### config.mk
export PLATFORM = sky130hd
export DESIGN_NAME = pipe_scheduler
export DESIGN_NICKNAME = d
export VERILOG_FILES = /design/src/rtl/game_pkg.sv /design/src/rtl/lfsr16.sv /design/src/rtl/pipe_scheduler.sv
export SDC_FILE = /design/constraint.sdc
export NUM_CORES = 1
export LEC_CHECK = 0
export ABC_AREA = 1
export ABC_CLOCK_PERIOD_IN_PS = 4000
export BUFFER_PORTS_ARGS = -buffer_cell sky130_fd_sc_hd__buf_2
export CORE_MARGIN = 3
export CORE_UTILIZATION = 44
export CTS_BUF_LIST = sky130_fd_sc_hd__clkbuf_8
export CTS_CLUSTER_SIZE = 25
export DETAILED_ROUTE_END_ITERATION = 6
export PLACE_DENSITY = 0.67
export SLEW_MARGIN = 20
export SYNTH_ARGS = -nofsm -noshare
export SYNTH_HDL_FRONTEND = slang
export SYNTH_SLANG_ARGS = --single-unit
### constraint.sdc
create_clock -name clk -period 4 [get_ports clk]
set_input_delay 1.2 -clock clk [delete_from_list [all_inputs] [get_ports clk]]
set_output_delay 1.2 -clock clk [all_outputs]
set_load 0.03 [all_outputs]
### src/rtl/game_pkg.sv
// rtl/game_pkg.sv - shared types and constants for the flappy-bird game blocks
package game_pkg;

    typedef logic [15:0][15:0] frame_t;

    localparam int          BIRD_COL  = 4;
    localparam logic [15:0] LFSR_SEED = 16'hACE1;

    typedef enum logic [1:0] {
        IDLE,
        RUN,
        OVER
    } game_state_t;

    // Pipe column: all rows lit except a run of `gap` rows starting at the clamped top.
    function automatic logic [15:0] pipe_word(input logic [3:0] rnd, input int gap);
        logic [15:0] ones;
        int          top;
        ones = 16'((32'd1 << gap) - 32'd1);
        top  = (int'(rnd) > 16 - gap) ? 16 - gap : int'(rnd);
        return ~(ones << top);
    endfunction

endpackage

### src/rtl/lfsr16.sv
// rtl/lfsr16.sv - free-running 16-bit Fibonacci LFSR, taps 16,14,13,11
module lfsr16
    import game_pkg::*;
(
    input  logic        clk,
    input  logic        reset,
    output logic [15:0] q
);

    always_ff @(posedge clk) begin
        if (reset) begin
            q <= LFSR_SEED;
        end else begin
            q <= {q[14:0], q[15] ^ q[13] ^ q[12] ^ q[10]};
        end
    end

endmodule

### src/rtl/pipe_scheduler.sv
// rtl/pipe_scheduler.sv - pipe field scroller, collision detect, score and game-over FSM
module pipe_scheduler
    import game_pkg::*;
#(
    parameter int TICK_DIV = 1000,
    parameter int SPACING  = 4,
    parameter int GAP      = 4
) (
    input  logic               clk,
    input  logic               reset,
    input  logic               start,
    input  logic [15:0]        bird,
    output logic [15:0][15:0]  pipes,
    output logic               step,
    output logic               over,
    output logic [7:0]         score
);

    localparam int TW = (TICK_DIV > 1) ? $clog2(TICK_DIV) : 1;
    localparam int SW = $clog2(SPACING);

    game_state_t   state;
    game_state_t   state_next;
    logic          enter_run;
    logic [TW-1:0] tick;
    logic [SW-1:0] spawn_cnt;
    logic [15:0]   rnd;
    logic          collide;
    logic          tick_wrap;
    logic          do_step;
    logic          spawn;
    logic          unused_rnd;

    lfsr16 u_lfsr (
        .clk   (clk),
        .reset (reset),
        .q     (rnd)
    );

    assign unused_rnd = ^rnd[15:4];

    assign collide   = (state == RUN) && ((pipes[BIRD_COL] & bird) != 16'h0);
    assign tick_wrap = (tick == TW'(TICK_DIV - 1));
    // A collision wins over a coinciding step: nothing moves on the fatal cycle.
    assign do_step   = (state == RUN) && !collide && tick_wrap;
    assign spawn     = (spawn_cnt == '0);

    always_comb begin
        state_next = state;
        enter_run  = 1'b0;
        case (state)
            IDLE, OVER: begin
                if (start) begin
                    state_next = RUN;
                    enter_run  = 1'b1;
                end
            end
            RUN: begin
                if (collide) begin
                    state_next = OVER;
                end
            end
            default: state_next = IDLE;
        endcase
    end

    always_ff @(posedge clk) begin
        if (reset) begin
            state     <= IDLE;
            pipes     <= '0;
            score     <= 8'd0;
            over      <= 1'b0;
            step      <= 1'b0;
            tick      <= '0;
            spawn_cnt <= '0;
        end else begin
            state <= state_next;
            over  <= (state_next == OVER);
            step  <= do_step;
            if (enter_run) begin
                pipes     <= '0;
                score     <= 8'd0;
                tick      <= '0;
                spawn_cnt <= '0;
            end else if ((state == RUN) && !collide) begin
                tick <= tick_wrap ? '0 : tick + 1'b1;
                if (do_step) begin
                    for (int i = 0; i < 15; i++) begin
                        pipes[i] <= pipes[i+1];
                    end
                    pipes[15] <= spawn ? pipe_word(rnd[3:0], GAP) : 16'h0;
                    spawn_cnt <= (spawn_cnt == SW'(SPACING - 1)) ? '0 : spawn_cnt + 1'b1;
                    if ((pipes[BIRD_COL] != 16'h0) && (score != 8'hFF)) begin
                        score <= score + 8'd1;
                    end
                end
            end
        end
    end

endmodule

==> results_dict.tcl, run 1 <==
set metrics [dict create \
    worstPathArrival_ps 3450 \
    reg2reg_to "pipes[100]$_SDFFE_PP0P_" \
    slew_violations 0 \
    grt_max_degree 150 \
    fmax_mhz 334.5 \
    grt_pass1_wl_mm 47.40 \
    max-vdd-ir-drop_mv 0.2440 \
    final_common_cell "nand2_1" \
    dpl_cell_area_um2 12290 \
    clock_latency_ps 540 \
    cpPeakStageDelay_ps 430 \
    drc_errors 0 \
    endpoint_kind "flip-flop" \
    pin_count 285 \
    crit_required_ps 4460 \
    hold_depth 2 \
    synth_top_family_by_area "simple AND/OR/NAND/NOR gates" \
    via_count 10060 \
    dp_worst_setup_slack_ps 553.1 \
    clockBufferDepth 3 \
    core-area_um2 23820 \
    tightestPinTransition_ps 722.9 \
    synth_cell_type_count 27 \
    numCtsBuffers 48 \
    die_area_um2 26520 \
    cpMostUsedCell "nand2_1" \
    holdCritPathClass "reg2reg" \
    p_clk_share_pct 45.3 \
    ctsResizeCount 0 \
    wl_mm 30.68 \
    fin_setup_tns_ps 0 \
    combPwrFrac_pct 2.3 \
    synthMuxAreaShare_pct 0 \
    max_cap_violations 0 \
    avgSynthCellArea_um2 7.678 \
    path_class "in2reg" \
    mostFrequentLayoutCells "nand2_1 (593), dfxtp_1 (296), buf_2 (284)" \
    cts_tree "done" \
    initial_utilization_pct 45.45 \
    synth_compound_area_share_pct 12.68 \
    h-tree-depth 2 \
    pwr_density_cell_nw_per_um2 427.5 \
    synth_xor_area_share_pct 0.8899 \
    power.internal_mw 4.409 \
    die_w_um 162.9 \
    setup_violations 0 \
    synthCells 1410 \
    root_buffer "clkbuf_8" \
    place_congestion 0.8299 \
    leakage_nw 5.596 \
    ys_seq_area_share_pct 54.73 \
    drive_gt1_share_pct 22.26 \
    rr_startpoint "pipes[79]$_SDFFE_PP0P_" \
    finalCritPeriodShare_pct 74.75 \
    p_seq_share_pct 52.5 \
    drt_iter0_markers 719 \
    wl_per_cell_um 15.24 \
    final.setup_skew_ps 12.89 \
    start_kind "input port" \
    yosys_warnings 0 \
    finalInstanceArea_um2 13250 \
    antenna_found_initial 0 \
    worstPathMaxFanout 149 \
    p_sw_mw 1.254 \
    synthAdderAreaFrac_pct 0.5778 \
    postCtsSetupRepairBufs 0 \
    power_mw 5.663 \
    hold_end "u_lfsr.q[9]$_SDFF_PP0_" \
    swShare_pct 22.14 \
    num_rows 56 \
    port_buffers 284 \
    antennaDiodeCount 0 \
    grt-ovfl-total 0 \
    ant_nets 0 \
    hpwl_mm 20.20 \
    yosys.area_share.simple_pct 25.44 \
    ctsHoldBuffers 0 \
    clock-sinks 296 \
    worstHoldStart "u_lfsr.q[8]$_SDFF_PP0_" \
    r2r_cells 10 \
    hold_viol_final 0 \
    drt_pass1_iterations 5 \
    path_clk_slew_ps 60 \
    relSlewSlack_pct 51.63 \
    fin_ws_ps 1010 \
    grt_pass1_vias 9116 \
    finalCriticalPeriod_ps 2990 \
    syn_to_final_growth_pct 22.35 \
    final_nets 1685 \
    grtUsageTotal_pct 21.69 \
    synth_area_um2 10830 \
    r2r_slack_ps 1340 \
    viasPerCell 4.999 \
    fp.dieH_um 162.9 \
    cp_slowest_cell "buf_12" \
    rsz0062_at_grt "false" \
    crit_chain "buf_2 > nand2_1 > nand2_1 > nor2_1 > nand2_1 > nor2_1 > nand2_2 > nor2_4 > buf_12 > nand2_1 > a21oi_1" \
    synth_nets 1434 \
    synth-seq-cells 296 \
    status "finished, final reports clean" \
]
[power groups by stage]
stage / Sequential (mW) / Clock [mW] / Combinational (mW)
final: 2.97 / 2.56 / 0.129
after floorplan: 3.03 / 0 / 0.0963
after CTS: 2.97 / 2.64 / 0.129
after global placement: 3.03 / 0 / 0.128
after detailed placement: 3.03 / 0 / 0.129
after global routing: 2.97 / 2.78 / 0.145
[kinds of logic after synthesis]
| logic type | count (synthesis) |
|---|---|
| adder cells (fa/ha/maj) | 5 |
| AO/OA/AOI/OAI | 272 |
| buffers and inverters | 123 |
| XOR/XNOR | 11 |
| flip-flops | 296 |
| AND/OR/NAND/NOR | 703 |
[synth_stat cells]
master / n / area, µm²
nor2_4: 1 / 11.26
or2_2: 8 / 50.05
inv_2: 3 / 11.26
nor3_1: 5 / 25.02
clkbuf_1: 43 / 161.4
buf_2: 27 / 135.1
nor4_1: 1 / 6.260
ha_1: 5 / 62.56
a21oi_1: 262 / 1311
inv_1: 29 / 108.9
nand2_1: 594 / 2230
nand4_1: 8 / 50.05
xor2_1: 6 / 52.55
nand4_2: 1 / 12.51
a22oi_1: 1 / 7.510
a21oi_2: 1 / 8.760
nand2_2: 1 / 6.260
a31oi_1: 1 / 6.260
xnor2_1: 5 / 43.79
nor2_1: 48 / 180.2
buf_6: 11 / 123.9
dfxtp_1: 296 / 5926
nand3b_1: 1 / 7.510
buf_4: 10 / 75.07
o21ai_0: 6 / 30.03
a31o_2: 1 / 8.760
nand3_1: 35 / 175.2
[how the worst max path moves through the flow]
stage / from / endpoint / slack, ps
floorplan: bird[10] / pipes[65]$_SDFFE_PP0P_ / 1450
global placement: bird[15] / pipes[254]$_SDFFE_PP0P_ / 560
detailed placement: bird[15] / pipes[100]$_SDFFE_PP0P_ / 550
CTS: bird[15] / pipes[100]$_SDFFE_PP0P_ / 1130
global route: bird[15] / pipes[98]$_SDFFE_PP0P_ / 870
finish: bird[15] / pipes[100]$_SDFFE_PP0P_ / 1010
[metrics by stage]
stage | instances | utilization, % | hold slack [ps]
after floorplan | 1410 | - | 388.3
after global placement | 1930 | 51.58 | 391.0
after detailed placement | 1930 | 51.58 | 395.5
after CTS | 2013 | 55.60 | 407.9
after global routing | 2013 | 55.60 | 425.7
final | 2013 | 55.60 | 403.8
[worst max-delay path, delay by kind of cell]
kind	cells	cell delay, ps
AOI/OAI and AO/OA	1	170
buffers and inverters	2	530
and+or+nand+nor	8	1350
[metal layers]
metal  share of wire [%]  GRT usage (%)  vias up
met2                  45          34.71      331
met4                 1.9          6.574        0
met5                   0              0        -
met3                 9.0          7.070       46
li1                    -              -     5008
met1                  44          28.03     4678
[flip-flops by register name, indices dropped and copies added (netlist names)]
name       flops
u_lfsr.q      16
step           1
tick          10
pipes        256
score          8
spawn_cnt      2
over           1
state          2
[final cells by class]
| class | instances | area [µm²] |
|---|---|---|
| clock buffer | 64 | 880.8 |
| clock inverter | 19 | 78.83 |
| fill | 2307 | 10580 |
| inverter | 32 | 125.1 |
| multi-input combinational | 991 | 4293 |
| sequential | 296 | 5926 |
| tap | 319 | 399.1 |
| timing repair buffer | 292 | 1544 |
No activity file was read; power rests on OpenSTA's default activity.
==> run 2, diff against run 1 <==
- ABC_CLOCK_PERIOD_IN_PS: 4000 -> 2800
- clock period: 4 -> 2.8 ns (I/O delays scaled with it)
==> run 2 against run 1 <==
  * Global-route usage up 0.39 points
  * Die area stayed put
  * Sequential power is 43% higher
  * Core utilization grew 0.96 points
  * Critical path type is now reg2reg
  * Critical endpoint is now pipes[220]$_SDFFE_PP0P_
  * Largest cell class unchanged
  * Largest power group unchanged
==> results_dict.tcl, run 2 (synthesized netlist as in run 1, its figures left out) <==
set metrics [dict create \
    status "finished, final reports clean" \
    setup_violations 0 \
    holdCritPathClass "reg2reg" \
    hold_slack_ps 404.1 \
    r2r_cells 9 \
    clock_latency_ps 550 \
    worstPathMaxFanout 39 \
    wl_met1_mm 13.51 \
    cp_slowest_cell "dfxtp_1" \
    die_w_um 162.9 \
    leakage_nw 5.728 \
    crit_required_ps 3180 \
    cpMostUsedCell "nand2_1" \
    rsz0062_at_grt "false" \
    tightestPinTransition_ps 757.9 \
    cpPeakStageDelay_ps 410 \
    drt_pass1_iterations 5 \
    final.setup_skew_ps 15.71 \
    path_clk_slew_ps 60 \
    grtUsageTotal_pct 22.08 \
    drive_gt1_share_pct 23.01 \
    h-tree-depth 2 \
    top_layer_used "met4" \
    p_sw_mw 1.809 \
    max-vdd-ir-drop_mv 0.3197 \
    route.met3.wl_mm 2.500 \
    hold_depth 2 \
    viasPerCell 4.968 \
    syn_to_final_growth_pct 24.47 \
    num_rows 56 \
    core-area_um2 23820 \
    power_mw 8.117 \
    ant_nets 0 \
    slew_violations 0 \
    combPwrFrac_pct 2.3 \
    clock-sinks 296 \
    wl_met2_mm 14.20 \
    p_clk_share_pct 45.4 \
    finalCritPeriodShare_pct 78.72 \
    fillers 2304 \
    antennaDiodeCount 0 \
    port_buffers 284 \
    worstHoldStart "u_lfsr.q[8]$_SDFF_PP0_" \
    antenna_found_initial 0 \
    largest_reg_flops 256 \
    finalInstanceArea_um2 13480 \
    grt_pass1_wl_mm 48.15 \
    top_register "pipes" \
    die_area_um2 26520 \
    ctsResizeCount 0 \
    grt_max_degree 161 \
    final_common_cell "nand2_1" \
    swShare_pct 22.29 \
    grt_pass1_vias 9074 \
    r2r_slack_ps 600 \
    hold_viol_final 0 \
    dpl_cell_area_um2 12510 \
    start_kind "flip-flop" \
    worstPathArrival_ps 2590 \
    hold_end "u_lfsr.q[9]$_SDFF_PP0_" \
    fmax_mhz 453.7 \
    clockBufferDepth 3 \
    relSlewSlack_pct 49.47 \
    wl_mm 30.72 \
    drt_iter0_markers 811 \
    wl_per_cell_um 15.12 \
    largestRegisters "pipes x256, u_lfsr.q x16, tick x10" \
    crit_chain "ha_1 > nand2_1 > nor2_1 > nand4_2 > nor2_4 > inv_6 > buf_12 > nand2_1 > a21oi_1" \
    fin_setup_tns_ps 0 \
    drc_errors 0 \
    final_nets 1703 \
    ctsHoldBuffers 0 \
    postCtsSetupRepairBufs 0 \
    place_congestion 0.8238 \
    path_class "reg2reg" \
    p_seq_share_pct 52.3 \
    finalCriticalPeriod_ps 2204 \
    initial_utilization_pct 45.45 \
    power.internal_mw 6.308 \
    fp.dieH_um 162.9 \
    cts_tree "done" \
    endpoint_kind "flip-flop" \
    max_cap_violations 0 \
    mostFrequentLayoutCells "nand2_1 (593), dfxtp_1 (296), buf_2 (284)" \
    rr_startpoint "tick[0]$_SDFFE_PP0N_" \
    pin_count 285 \
    pwr_density_cell_nw_per_um2 602.4 \
    root_buffer "clkbuf_8" \
    via_count 10090 \
    reg2reg_to "pipes[220]$_SDFFE_PP0P_" \
    grt-ovfl-total 0 \
    numCtsBuffers 50 \
    hpwl_mm 20.77 \
]
[run 2: cell count changes in the layout (fill, tap and decap cells not counted)]
cell / change
buf_12: +8
buf_4: +8
clkinv_2: +1
inv_1: +1
[run 2: layout make-up]
| cell class | count | area [µm²] | area share (%) |
|---|---|---|---|
| tap | 319 | 399.1 | 2.962 |
| clock inverter | 21 | 87.58 | 0.6500 |
| clock buffer | 64 | 880.8 | 6.537 |
| multi-input combinational | 991 | 4293 | 31.86 |
| inverter | 32 | 125.1 | 0.9285 |
| timing repair buffer | 308 | 1764 | 13.09 |
| sequential | 296 | 5926 | 43.97 |
[run 2: worst max-delay path, delay by kind of cell, from the launching register on]
| family | cells | cell delay [ps] |
|---|---|---|
| buf+inv | 2 | 420 |
| flops | 1 | 410 |
| fa+ha+maj | 1 | 220 |
| simple gates | 5 | 890 |
| compound gates | 1 | 70 |
[run 2: through the flow]
stage	worst slack [ps]	instances	util, %
after floorplan	613.2	1410	-
after global placement	226.9	1946	52.50
after detailed placement	201.1	1946	52.50
after CTS	599.2	2031	56.57
after global routing	387.2	2031	56.57
final	595.7	2031	56.57
[run 2: worst max path at each step]
| stage | startpoint | end | slack, ps | depth (start not counted) |
|---|---|---|---|---|
| global route | tick[0]$_SDFFE_PP0N_ | pipes[107]$_SDFFE_PP0P_ | 390 | 9 |
| global placement | bird[15] | pipes[235]$_SDFFE_PP0P_ | 230 | 11 |
| finish | tick[0]$_SDFFE_PP0N_ | pipes[220]$_SDFFE_PP0P_ | 600 | 9 |
| detailed placement | bird[15] | pipes[81]$_SDFFE_PP0P_ | 200 | 12 |
| floorplan | bird[10] | pipes[65]$_SDFFE_PP0P_ | 610 | 12 |
| CTS | tick[0]$_SDFFE_PP0N_ | pipes[161]$_SDFFE_PP0P_ | 600 | 9 |
[run 2: metal layers]
| metal | up-vias | GRT usage [%] |
|---|---|---|
| met5 | - | 0 |
| met2 | 346 | 35.58 |
| met1 | 4648 | 29.52 |
| met3 | 40 | 6.307 |
| li1 | 5056 | - |
| met4 | 0 | 5.152 |
[run 2: power by group through the flow]
stage,clock (mW),sequential (mW),combinational [mW]
after floorplan,0,4.33,0.138
after global placement,0,4.34,0.186
after detailed placement,0,4.34,0.185
after CTS,3.78,4.24,0.186
after global routing,3.99,4.24,0.210
final,3.69,4.24,0.186
==> run 3, diff against run 2 <==
- ABC_CLOCK_PERIOD_IN_PS: 2800 -> 2000
- PLACE_DENSITY: 0.67 -> 0.7
- clock period: 2.8 -> 2 ns (I/O delays scaled with it)
==> run 3 against run 2 <==
  * Final area is 4.3% higher
  * Combinational power grew 60%
  * Via count increased by 3.8%
  * Sequential power is 40% higher
==> results_dict.tcl, run 3 (synthesized netlist as in run 1, its figures left out) <==
set metrics [dict create \
    clock-sinks 296 \
    fillers 2238 \
    grt-ovfl-total 0 \
    worstPathArrival_ps 2410 \
    grtUsageTotal_pct 22.20 \
    ant_nets 0 \
    drt_pass1_iterations 5 \
    instances_no_fill 2083 \
    critical-path-top-delay-family "simple AND/OR/NAND/NOR gates" \
    grt_max_degree 55 \
    crit_required_ps 2470 \
    setup_violations 0 \
    wl_mm 31.47 \
    grt_pass1_wl_mm 48.56 \
    max-vdd-ir-drop_mv 0.4088 \
    top_register "pipes" \
    num_rows 56 \
    clock_latency_ps 560 \
    finalCritPeriodShare_pct 97.39 \
    cpPeakStageDelay_ps 370 \
    initial_utilization_pct 45.45 \
    cpMostUsedCell "buf_12" \
    via_count 10470 \
    cp_slowest_cell "dfxtp_1" \
    clockBufferDepth 3 \
    tightestPinTransition_ps 486.5 \
    status "finished, final reports clean" \
    place_congestion 0.8913 \
    port_buffers 284 \
    path_clk_slew_ps 60 \
    viasPerCell 5.027 \
    endpoint_kind "flip-flop" \
    final_common_cell "nand2_1" \
    largest_reg_flops 256 \
    h-tree-depth 2 \
    root_buffer "clkbuf_8" \
    relSlewSlack_pct 67.57 \
    largestRegisters "pipes x256, u_lfsr.q x16, tick x10" \
    antennaDiodeCount 0 \
    holdCritPathClass "in2reg" \
    pin_count 285 \
    wl_per_cell_um 15.11 \
    ctsHoldBuffers 0 \
    fp.dieH_um 162.9 \
    path_buf_inv 3 \
    dp.cells 1986 \
    die_w_um 162.9 \
    start_kind "flip-flop" \
    die_area_um2 26520 \
    syn_to_final_growth_pct 29.82 \
    final.setup_skew_ps 29.57 \
    drt_iter0_markers 865 \
    fmax_mhz 513.4 \
    cts_tree "done" \
    leakage_nw 6.037 \
    slew_violations 0 \
    finalCriticalPeriod_ps 1948 \
    hpwl_mm 22.12 \
    numCtsBuffers 49 \
    pwr_density_cell_nw_per_um2 834.8 \
    drc_errors 0 \
    mostFrequentLayoutCells "nand2_1 (592), dfxtp_1 (296), buf_2 (284)" \
    power_mw 11.73 \
    core-area_um2 23820 \
    max_cap_violations 0 \
    hold_viol_final 0 \
    drive_gt1_share_pct 25.57 \
    grt_pass1_vias 9601 \
    final_nets 1747 \
    crit_chain "ha_1 > nand2_1 > nor2_2 > nand4_2 > nor2_4 > buf_12 > buf_12 > buf_12 > nand2_1 > a21oi_1" \
    path_class "reg2reg" \
    worstPathMaxFanout 24 \
    antenna_found_initial 0 \
]
==> run 3: changes by cell type in the layout (fill, tap and decap cells not counted), sizes merged <==
cell / change
buf: +43
bufinv: +2
clkbuf: +1
clkinv: +6
==> run 3: final cells by class <==
type                            instances  area [µm²]  area share (%)
Timing Repair Buffer                  353        2250           16.01
Inverter                               32       125.1          0.8902
Clock buffer                           63       867.1           6.169
Multi-Input combinational cell        991        4300           30.60
Sequential cell                       296        5926           42.16
Clock inverter                         29       187.7           1.335
Tap cell                              319       399.1           2.840
==> run 3: worst min-delay path: stages <==
cell	delay, ps
buf_2	80
nand3b_1	110
a21oi_1	70
==> run 3: where the power goes <==
| group | internal (mW) | switching [mW] |
|---|---|---|
| registers | 5.92 | 0.0180 |
| clock network | 3.11 | 2.38 |
| logic | 0.0910 | 0.206 |
| total | 9.12 | 2.61 |
==> run 3: metal layers <==
| layer | part of all wire (%) | global-route usage [%] | vias up |
|---|---|---|---|
| met5 | 0 | 0 | - |
| met4 | 2.4 | 6.997 | 0 |
| met3 | 8.1 | 6.587 | 59 |
| met2 | 47 | 36.57 | 363 |
| met1 | 43 | 28.10 | 4896 |
| li1 | - | - | 5153 |
==> run 3: timing repair <==
item	in CTS	in global routing
buffers inserted	0	3
hold endpoints to repair	0	0
endpoints found under the setup margin	0	193
resized for setup	0	3
==> run 3: worst paths after layout <==
path | slack (ps) | startpoint | cells past startpoint | endpoint
worst max register to register | 50 | tick[1]$_SDFFE_PP0N_ | 10 | pipes[1]$_SDFFE_PP0P_
worst min-delay path | 370 | start | 3 | over$_SDFF_PP0_
worst min register to register | 400 | u_lfsr.q[11]$_SDFF_PP1_ | 2 | u_lfsr.q[12]$_SDFF_PP0_
worst max-delay path | 50 | tick[1]$_SDFFE_PP0N_ | 10 | pipes[1]$_SDFFE_PP0P_
==> run 3: metrics by stage <==
step	setup slack [ps]	hold WS [ps]	instance area (µm²)	utilization [%]	TNS (ps)
after global placement	-266.3	391.4	12910	54.18	-56370
after floorplan	53.15	388.3	10830	-	0
final	52.18	370.1	14050	59.00	0
after global routing	-37.15	362.3	14050	59.00	-582.3
after detailed placement	-311.4	394.6	12910	54.18	-64720
after CTS	6.261	326.6	13960	58.61	0
